--- src/rtl/pulse_count_arbiter_pkg.sv ---
// Shared types and defaults for the pulse-count arbiter: FSM state encoding,
// default sizing and the index-width helper.
package pulse_count_arbiter_pkg;

  typedef enum logic [2:0] {
    IDLE  = 3'd0,
    CLEAR = 3'd1,
    RUN   = 3'd2,
    DONE  = 3'd3,
    ABORT = 3'd4
  } state_t;

  localparam int N_DEF     = 4;
  localparam int TMO_DEF   = 200;
  localparam int TMO_W_DEF = 8;

  function automatic int idx_w(input int n);
    return (n > 1) ? $clog2(n) : 1;
  endfunction

  localparam int IDX_W = idx_w(N_DEF);

endpackage

--- src/rtl/pulse_count_arbiter_rr_pick.sv ---
// Combinational round-robin selector: first requesting index found searching
// upward from last+1, wrapping modulo N.
module pulse_count_arbiter_rr_pick
  import pulse_count_arbiter_pkg::*;
#(
  parameter int N  = N_DEF,
  parameter int IW = idx_w(N)
) (
  input  logic [N-1:0]  req,
  input  logic [IW-1:0] last,
  output logic [IW-1:0] idx,
  output logic          valid
);

  logic [IW-1:0] cand;

  always_comb begin
    idx   = '0;
    valid = 1'b0;
    cand  = '0;
    for (int i = 1; i <= N; i++) begin
      cand = IW'((int'(last) + i) % N);
      if (!valid && req[cand]) begin
        valid = 1'b1;
        idx   = cand;
      end
    end
  end

endmodule

--- src/rtl/pulse_count_arbiter.sv ---
// Round-robin owner of a single 3-pulse counter: grants one requester, clears
// the counter, forwards only the winner's strobes and reports done or abort.
module pulse_count_arbiter
  import pulse_count_arbiter_pkg::*;
#(
  parameter int N     = N_DEF,
  parameter int TMO   = TMO_DEF,
  parameter int TMO_W = TMO_W_DEF
) (
  input  logic         clk,
  input  logic         rst,
  input  logic [N-1:0] req,
  input  logic [N-1:0] ev,
  output logic [N-1:0] gnt,
  output logic [N-1:0] done,
  output logic [N-1:0] err,
  output logic         cnt_clr,
  output logic         cnt_x,
  input  logic         cnt_y
);

  localparam int IW = idx_w(N);

  state_t             state, state_nxt;
  logic [IW-1:0]      idx, last, pick_idx;
  logic               pick_vld;
  logic [TMO_W-1:0]   timer;
  logic [N-1:0]       sel;
  logic               tmo_hit;

  pulse_count_arbiter_rr_pick #(.N(N), .IW(IW)) u_pick (
    .req   (req),
    .last  (last),
    .idx   (pick_idx),
    .valid (pick_vld)
  );

  assign tmo_hit = (timer == TMO_W'(TMO - 1));
  assign sel     = N'(1) << idx;

  always_ff @(posedge clk or posedge rst) begin
    if (rst) begin
      state <= IDLE;
      idx   <= '0;
      last  <= IW'(N - 1);
      timer <= '0;
    end else begin
      state <= state_nxt;
      if (state == IDLE && pick_vld)
        idx <= pick_idx;
      if (state == CLEAR)
        timer <= '0;
      else if (state == RUN)
        timer <= timer + 1'b1;
      if (state == DONE || state == ABORT)
        last <= idx;
    end
  end

  // Completion outranks a withdrawn request, which outranks the timeout.
  always_comb begin
    state_nxt = state;
    case (state)
      IDLE:    if (pick_vld) state_nxt = CLEAR;
      CLEAR:   state_nxt = RUN;
      RUN: begin
        if (cnt_y)         state_nxt = DONE;
        else if (!req[idx]) state_nxt = ABORT;
        else if (tmo_hit)  state_nxt = ABORT;
      end
      DONE:    state_nxt = IDLE;
      ABORT:   state_nxt = IDLE;
      default: state_nxt = IDLE;
    endcase
  end

  // The counter is held cleared for the whole of reset, not just after it.
  always_comb begin
    gnt     = (state != IDLE)  ? sel : '0;
    done    = (state == DONE)  ? sel : '0;
    err     = (state == ABORT) ? sel : '0;
    cnt_clr = rst | (state == CLEAR) | (state == DONE) | (state == ABORT);
    cnt_x   = (state == RUN) & ev[idx] & ~cnt_y;
  end

endmodule

--- config.mk ---
export PLATFORM = sky130hd
export DESIGN_NAME = pulse_count_arbiter
export DESIGN_NICKNAME = d
export VERILOG_FILES = /design/src/rtl/pulse_count_arbiter_pkg.sv /design/src/rtl/pulse_count_arbiter_rr_pick.sv /design/src/rtl/pulse_count_arbiter.sv
export SDC_FILE = /design/constraint.sdc
export NUM_CORES = 1
export LEC_CHECK = 0
export ABC_AREA = 1
export CAP_MARGIN = 20
export CORE_MARGIN = 3
export CORE_UTILIZATION = 50
export CTS_CLUSTER_DIAMETER = 200
export DETAILED_ROUTE_END_ITERATION = 12
export HOLD_SLACK_MARGIN = 0.15
export PLACE_DENSITY_LB_ADDON = 0.05
export SETUP_SLACK_MARGIN = 0.2
export SLEW_MARGIN = 5
export SYNTH_ARGS = -nofsm -noshare
export SYNTH_HDL_FRONTEND = slang
export SYNTH_HIERARCHICAL = 1
export SYNTH_SLANG_ARGS = --single-unit
export TNS_END_PERCENT = 50
--- constraint.sdc ---
create_clock -name clk -period 2.21 [get_ports clk]
set_clock_uncertainty 0.05 [all_clocks]
set_input_delay 0.221 -clock clk [delete_from_list [all_inputs] [get_ports clk]]
set_output_delay 0.221 -clock clk [all_outputs]
set_load 0.02 [all_outputs]
==> results of run 1 <==
==> where the power goes <==
group	leakage (nW)	internal (mW)	switching, mW
Clock	0.0177	0.0673	0.0944
Sequential	0.192	0.371	0.123
Combinational	0.628	0.444	0.790
Total	0.837	0.883	1.01
==> cells in the final DEF (no fill, tap or decap) <==
master / count
ha_1: 1
dlymetal6s2s_1: 3
nand2_4: 3
nor2_8: 1
clkbuf_4: 3
a41oi_1: 1
a22o_1: 1
nand4_1: 5
dfstp_2: 2
clkinv_2: 1
clkdlybuf4s50_1: 15
nor2_1: 27
dlygate4sd2_1: 6
o21ai_1: 3
nand3_1: 18
nand2_1: 60
inv_2: 6
o21ai_0: 4
nand3_2: 4
buf_4: 2
nand2_2: 4
a21oi_1: 8
nor3_4: 1
dfrtp_1: 13
a2bb2oi_1: 1
inv_1: 19
o21a_1: 1
==> how the worst max path moves through the flow <==
stage	end	slack, ns	cells past startpoint
3_3_place_gp	cnt_x	0.21	5
5_1_grt	done[2]	0.06	4
4_1_cts	gnt[1]	0.11	4
3_5_place_dp	cnt_x	0.19	5
2_1_floorplan	state[2]	0.66	11
6_report	done[2]	0.16	4
==> final cells by class <==
class	count	area, um^2
multi-input cells	143	704
fillers	181	609
flip-flops and latches	15	378
repair buffers	26	255
inverters	25	93.8
well taps	27	33.8
clock buffers	3	22.5
clock inverters	1	5.00
==> per-stage QoR <==
| step | utilization, % | area, um^2 |
|---|---|---|
| after floorplan | - | 1180 |
| after global placement | 69.7 | 1470 |
| after detailed placement | 69.7 | 1470 |
| after CTS | 70.7 | 1490 |
| after global routing | 71.0 | 1490 |
| final | 71.0 | 1490 |
==> layer usage <==
metal  share of wire [%]  track usage [%]  up-vias
met1                  43             27.6      576
met2                  48             40.6       46
met4                0.64             6.22        0
met3                 8.3             4.63        4
met5                   0                0        -
li1                    -                -      649
==> critical path: cells and delay by family, from the launching register on <==
family,cells,cell delay [ns]
DFF,1,0.44
and+or+nand+nor,2,0.27
buffers and inverters,2,0.78
==> timing repair <==
item	4_1_cts	5_1_grt
setup buffers	0	0
resized for setup	6	4
setup endpoints to repair	13	9
cloned	0	0
==> kinds of logic (layout without fill, tap and decap cells) <==
group	after synthesis	after routing	synth area share [%]
buffers and inverters	26	55	8.56
adders and majority gates	1	1	1.06
AOI/OAI and AO/OA	19	19	9.20
DFF	15	15	31.9
and+or+nand+nor	123	123	49.3
==> flip-flops by register name, summed over array words and instances (netlist names) <==
name	cells
timer	8
idx	2
state	3
last	2
==> out/metrics.yaml, run 1 <==
status: "finished, final reports clean"
finalPower_mw: 1.89
r2r_start: "last[0]"
r2r_slack_ns: 0.46
report.final.slew_viol_count: 0
drv_cap: 0
end_kind: "output port"
p_per_area_mw_per_mm2: 1270
p_leak_nw: 0.837
die-area_mm2: 0.00299
fin_ws_ns: 0.158
firstDrtPassIters: 4
area_growth_pct: 26.1
slew_headroom_pct: 80.5
slowest_stage: "clkdlybuf4s50_1"
ys.warnings.count: 6
startpoint_type: "flop"
grt_pass1_wl_um: 4950
startpoint: "state[2]"
tightest_slew_ns: 0.291
synth_cell_types: 22
port_buffers: 24
final-setup-viol-count: 0
r2r_cells: 10
yosysMostFrequentCell: "nand2_1"
postCtsHoldBufs: 0
syn_inst: 184
io_pins: 25
ys_top_cells_by_count: "nand2_1 (60), nor2_1 (27), inv_1 (20)"
final_cells: 240
fp.dieW_um: 54.7
dieHeight_um: 54.7
slowest_delay_ns: 0.61
dp_slack_ns: 0.190
timing.final.crit_period_ns: 2.05
hold_class: "in -> async"
setup_tns_ns: 0
worst_hold_slack_ns: 0.242
rsz0062_at_grt: "yes"
grt_overflow: 0
antenna_cells: 0
synthArstFlopShare_pct: 100
drt-initial-drc-count: 53
core-area_mm2: 0.00210
worst-endpoint-required_ns: 1.94
syn-num-nets: 196
totalWireLength_um: 2980
clock_latency_ns: 0.29
synth_top_area_share_pct: 27.5
final_nets: 226
placed_cells: 236
gp_congestion: 0.812
cts.path.max_buffers: 2
syn_area_mm2: 0.00118
ir_drop_v: 0.000873
cts_tree: "built"
criticalPathCategory: "reg -> out"
worstPathArrival_ns: 1.78
synth_top_area_cell: "dfrtp_1"
cts_htree_levels: 1
grt_use_total_pct: 22.9
grt_pass1_vias: 1170
path_cells: "inv_1 -> nand3_2 -> nor2_1 -> clkdlybuf4s50_1"
rows: 16
final_layout_size_suffix_gt1_share_pct: 12.7
cts_root_buf: "clkbuf_4"
drc: 0
hold_violations: 0
wl_per_cell_um: 12.4
synth_ff_type: "dfrtp_1"
ys_top_cells_by_area: "dfrtp_1 (27%), nand2_1 (19%), nor2_1 (8.6%)"
cts_buffers: 3
post-dp-hpwl_um: 2360
start_util_pct: 56.3
syn_avg_cell_area_um2: 6.43
dr_total_vias: 1275
clk_pin_slew_ns: 0.10
grt_max_degree: 16
drtAntennaViolNets: 0
synth_edf_count: 0
ys_seq_area_share_pct: 31.9
grt_antenna_before_repair: 0
vias_per_cell: 5.31
r2r_end: "idx[1]"
path_max_fanout: 6
fmax_mhz: 487
ys_ff_latch: 15
timing.final.crit_share_pct: 92.9
cts.sinks: 15
Note: power is estimated with default switching activity, not from simulation.
==> run 2, diff against run 1 <==
--- a/config.mk
+++ b/config.mk
@@ -17,6 +17,5 @@
 export SLEW_MARGIN = 5
 export SYNTH_ARGS = -nofsm -noshare
 export SYNTH_HDL_FRONTEND = slang
-export SYNTH_HIERARCHICAL = 1
 export SYNTH_SLANG_ARGS = --single-unit
 export TNS_END_PERCENT = 50
==> out/metrics.yaml, run 2 <==
grt_antenna_before_repair: 0
vias_per_cell: 5.13
largest_register_ffs: 8
dp_slack_ns: 0.278
ys.warnings.count: 0
core-area_mm2: 0.00204
final_cells: 237
cts_resized: 5
cts.sinks: 15
gp_congestion: 0.881
layout_common_cells: "nand2_1 (64), nor2_1 (22), inv_1 (20)"
grt_max_degree: 16
critPathTopFamily: "buffers and inverters"
path_cells: "nor2_1 -> nand2_1 -> nor2_1 -> clkdlybuf4s50_1"
wl_per_cell_um: 11.3
grt.busiest_layer: "met2"
port_buffers: 24
synth_cell_types: 25
fp.dieW_um: 53.4
io_pins: 25
final_cell_area_mm2: 0.00145
report.final.slew_viol_count: 0
final_layout_size_suffix_gt1_share_pct: 11.9
grt_pass1_wl_um: 4790
p_leak_nw: 0.799
grt_overflow: 0
status: "finished, final reports clean"
slowest_delay_ns: 0.62
worstPathArrival_ns: 1.74
startpoint_type: "flop"
largestRegisters: "timer: 8 flops, state: 3 flops"
fmax_mhz: 497
yosysMostFrequentCell: "nand2_1"
firstDrtPassIters: 4
ir_drop_v: 0.000858
fillers: 192
hold_class: "in -> async"
cts.path.max_buffers: 2
area_growth_pct: 28.7
placed_cells: 233
grt_use_total_pct: 23.1
totalWireLength_um: 2680
drt-initial-drc-count: 41
synthArstFlopShare_pct: 100
cts_setup_buffers: 0
rows: 16
ff_latch_area_um2: 378
final-setup-viol-count: 0
cp.buffers_inverters: 1
worst_hold_slack_ns: 0.241
syn-num-nets: 192
fin_util_pct: 70.9
grt_pass1_vias: 1107
syn_inst: 180
criticalPathCategory: "reg -> out"
timing.final.crit_period_ns: 2.01
slowest_stage: "clkdlybuf4s50_1"
ys_top_cells_by_count: "nand2_1 (64), nor2_1 (22), inv_1 (20)"
setup_tns_ns: 0
syn_area_mm2: 0.00112
slew_headroom_pct: 76.6
met1_usage_pct: 32.8
synth_ff_type: "dfrtp_1"
layout_commonest_cell: "nand2_1"
multiInputGateArea_um2: 632
synth_top_area_cell: "dfrtp_1"
grt_use_met2_pct: 35.5
hold_violations: 0
start_util_pct: 55.1
path_max_fanout: 6
top_register: "timer"
rsz0062_at_grt: "yes"
dieHeight_um: 53.4
p_per_area_mw_per_mm2: 1110
cts_htree_levels: 1
clock_latency_ns: 0.29
postCtsHoldBufs: 0
end_kind: "output port"
drtAntennaViolNets: 0
final_nets: 223
drv_cap: 0
grtUsageMet3_pct: 6.20
antenna_cells: 0
post-dp-hpwl_um: 2200
tightest_slew_ns: 0.348
crit_top_cell: "nor2_1"
cts_tree: "built"
dr_total_vias: 1215
ys_seq_area_share_pct: 33.6
worst-endpoint-required_ns: 1.94
ys_top_cells_by_area: "dfrtp_1 (29%), nand2_1 (21%), nor2_1 (7.3%)"
ys_ff_latch: 15
cts_buffers: 3
timing.final.crit_share_pct: 91.0
die-area_mm2: 0.00285
synth_edf_count: 0
drc: 0
finalPower_mw: 1.61
cts_root_buf: "clkbuf_4"
synth_top_area_share_pct: 28.9
fin_ws_ns: 0.199
clk_pin_slew_ns: 0.09
syn_avg_cell_area_um2: 6.25
post_dp_cell_area_mm2: 0.00141
## run 2: worst paths after layout
| path | start | to | slack, ns | depth (start not counted) |
|---|---|---|---|---|
| worst max-delay path | state[0] | err[1] | 0.20 | 4 |
| worst min register to register | timer[4] | timer[4] | 0.48 | 1 |
| min in group clk | timer[4] | timer[4] | 0.48 | 1 |
| worst min-delay path | rst | timer[0] | 0.24 | 3 |
| worst max register to register | last[0] | idx[1] | 0.53 | 11 |
| max in group asynchronous | rst | last[1] | 1.63 | 3 |
## run 2: area by class of cell
| class | count | area share (%) |
|---|---|---|
| Clock inverter | 1 | 0.346 |
| Timing Repair Buffer | 27 | 18.6 |
| Inverter | 28 | 7.43 |
| Tap cell | 27 | 2.33 |
| Multi-Input combinational cell | 136 | 43.6 |
| Sequential cell | 15 | 26.1 |
| Clock buffer | 3 | 1.56 |
## run 2: report_power, final
part / switching [mW] / internal (mW) / total (mW)
combinational: 0.631 / 0.353 / 0.984
sequential: 0.109 / 0.361 / 0.470
clock: 0.0902 / 0.0674 / 0.158
total: 0.830 / 0.781 / 1.61
## run 2: cells by family after synthesis
kind of cell    Yosys count  synth area share (%)
xor+xnor                  1                 0.779
fa+ha+maj                 1                  1.11
flops                    15                  33.6
buf+inv                  29                  10.2
compound gates           18                  8.68
simple gates            116                  45.6
## run 2: worst reg2reg max path, delay by kind of cell (launching register included)
kind	cells	cell delay [ns]
flip-flops	1	0.64
buffers and inverters	2	0.13
AND/OR/NAND/NOR	9	0.77
## run 2: metal layers
| metal | share of wire (%) | vias up |
|---|---|---|
| met5 | 0 | - |
| met4 | 0.37 | 0 |
| met3 | 8.1 | 3 |
| met2 | 45 | 43 |
| met1 | 46 | 539 |
| li1 | - | 630 |
==> run 3, diff against run 2 <==
--- a/config.mk
+++ b/config.mk
@@ -9,7 +9,7 @@
 export CAP_MARGIN = 20
 export CORE_MARGIN = 3
 export CORE_UTILIZATION = 50
-export CTS_CLUSTER_DIAMETER = 200
+export CTS_CLUSTER_DIAMETER = 40
 export DETAILED_ROUTE_END_ITERATION = 12
 export HOLD_SLACK_MARGIN = 0.15
 export PLACE_DENSITY_LB_ADDON = 0.05
@@ -18,4 +18,3 @@
 export SYNTH_ARGS = -nofsm -noshare
 export SYNTH_HDL_FRONTEND = slang
 export SYNTH_SLANG_ARGS = --single-unit
-export TNS_END_PERCENT = 50
==> out/metrics.yaml, run 3 (same netlist as run 2, synthesis figures left out) <==
fmax_mhz: 518
drt-initial-drc-count: 43
r2r_cells: 11
clk_pin_slew_ns: 0.09
layout_common_cells: "nand2_1 (64), nor2_1 (22), inv_1 (20)"
dieHeight_um: 53.4
layout_commonest_cell: "nand2_1"
setup_tns_ns: 0
critPathTopFamily: "buffers and inverters"
cts.path.max_buffers: 2
post-dp-hpwl_um: 2200
area_growth_pct: 28.0
r2r_end: "idx[1]"
grt_use_total_pct: 23.1
cts.sinks: 15
antenna_cells: 0
timing.final.crit_share_pct: 87.3
final_layout_size_suffix_gt1_share_pct: 12.9
firstDrtPassIters: 4
worstPathArrival_ns: 1.66
port_buffers: 24
drv_cap: 0
path_cells: "nor3_4 -> nor2_1 -> clkdlybuf4s50_1"
worst_hold_slack_ns: 0.242
endpoint: "gnt[3]"
p_comb_share_pct: 60.6
rows: 16
startpoint_type: "flop"
fp.dieW_um: 53.4
r2r_start: "last[0]"
hold_class: "in -> async"
path_max_fanout: 5
grt_pass1_vias: 1107
die-area_mm2: 0.00285
final-setup-viol-count: 0
report.final.slew_viol_count: 0
final_nets: 223
startpoint: "state[2]"
p_per_area_mw_per_mm2: 1120
swShare_pct: 52.0
cts_htree_levels: 1
worst-endpoint-required_ns: 1.94
slew_headroom_pct: 78.0
totalWireLength_um: 2700
clock_latency_ns: 0.29
cts_setup_buffers: 0
gp_congestion: 0.881
grt_antenna_before_repair: 0
cts_buffers: 3
p_leak_nw: 0.772
clkPwrFrac_pct: 9.8
slowest_stage: "clkdlybuf4s50_1"
largestRegisters: "timer: 8 flops, state: 3 flops"
rsz0062_at_grt: "no"
core-area_mm2: 0.00204
p_int_mw: 0.776
switchingPower_mw: 0.839
dr_total_vias: 1212
r2r_slack_ns: 0.53
worst-path-stages: 3
drtAntennaViolNets: 0
vias_per_cell: 5.11
end_kind: "output port"
largest_register_ffs: 8
top_register: "timer"
ir_drop_v: 0.000895
timing.final.crit_period_ns: 1.93
grt_overflow: 0
drc: 0
grt_pass1_wl_um: 4790
cp.buffers_inverters: 1
grt_max_degree: 16
io_pins: 25
tightest_slew_ns: 0.328
postCtsHoldBufs: 0
cts_tree: "built"
slowest_delay_ns: 0.54
pwr-share-seq_pct: 29.7
finalPower_mw: 1.61
cts_root_buf: "clkbuf_4"
criticalPathCategory: "reg -> out"
wl_per_cell_um: 11.4
hold_violations: 0
status: "finished, final reports clean"
start_util_pct: 55.1
-- run 3: cell count changes in the layout (fill, tap and decap cells not counted) --
cell	change
nor3_2	-1
clkdlybuf4s50_1	-3
dfrtp_2	+1
nor3_4	+1
dlymetal6s2s_1	-2
dfrtp_1	-1
clkbuf_2	+1
dlygate4sd2_1	+4
-- run 3: per-layer routing --
layer	wire [um]	GRT usage, %	vias up	part of all wire, %
met5	0	0	-	0
met4	11	2.98	0	0.41
met3	240	6.20	3	8.9
met2	1200	35.5	48	44
met1	1250	32.8	531	46
li1	-	-	630	-
-- run 3: worst register-to-register path, delay by kind of cell (launching register included) --
kind	cells	cell delay [ns]
AND/OR/NAND/NOR	9	0.77
flip-flops	1	0.64
buffers and inverters	2	0.12
-- run 3: metrics by stage --
step / util, % / setup slack (ns) / instances / instance area [um^2]
CTS: 70.0 / 0.213 / 237 / 1430
finish: 70.5 / 0.281 / 237 / 1440
detailed placement: 69.2 / 0.278 / 233 / 1410
global placement: 69.2 / 0.285 / 233 / 1410
global route: 70.5 / 0.200 / 237 / 1440
floorplan: - / 0.569 / 180 / 1120
-- run 3: area by class of cell --
type	count	area, um^2
Clock buffer	3	22.5
Clock inverter	1	5.00
Fill cell	198	602
Inverter	28	108
Multi-Input combinational cell	136	638
Sequential cell	15	379
Tap cell	27	33.8
Timing Repair Buffer	27	254
-- run 3: repair_timing --
item	in CTS	in global routing
gates resized for setup	10	8
hold endpoints to repair	0	0
setup endpoints to repair	10	5
pin swaps	0	0
-- run 3: power groups by stage --
stage / clock network, mW / logic, mW / registers (mW)
4_1_cts: 0.162 / 0.983 / 0.471
6_report: 0.158 / 0.978 / 0.479
3_5_place_dp: 0 / 1.01 / 0.476
2_1_floorplan: 0 / 0.726 / 0.435
3_3_place_gp: 0 / 0.962 / 0.470
5_1_grt: 0.175 / 1.14 / 0.496
-- run 3: worst min path at each step --
stage / cells past startpoint / slack [ns] / startpoint / endpoint
floorplan: 1 / 0.08 / rst / idx[0]
global placement: 1 / 0.46 / timer[4] / timer[4]
detailed placement: 1 / 0.47 / timer[4] / timer[4]
CTS: 3 / 0.24 / rst / timer[2]
global route: 3 / 0.27 / rst / timer[1]
finish: 3 / 0.24 / rst / timer[6]
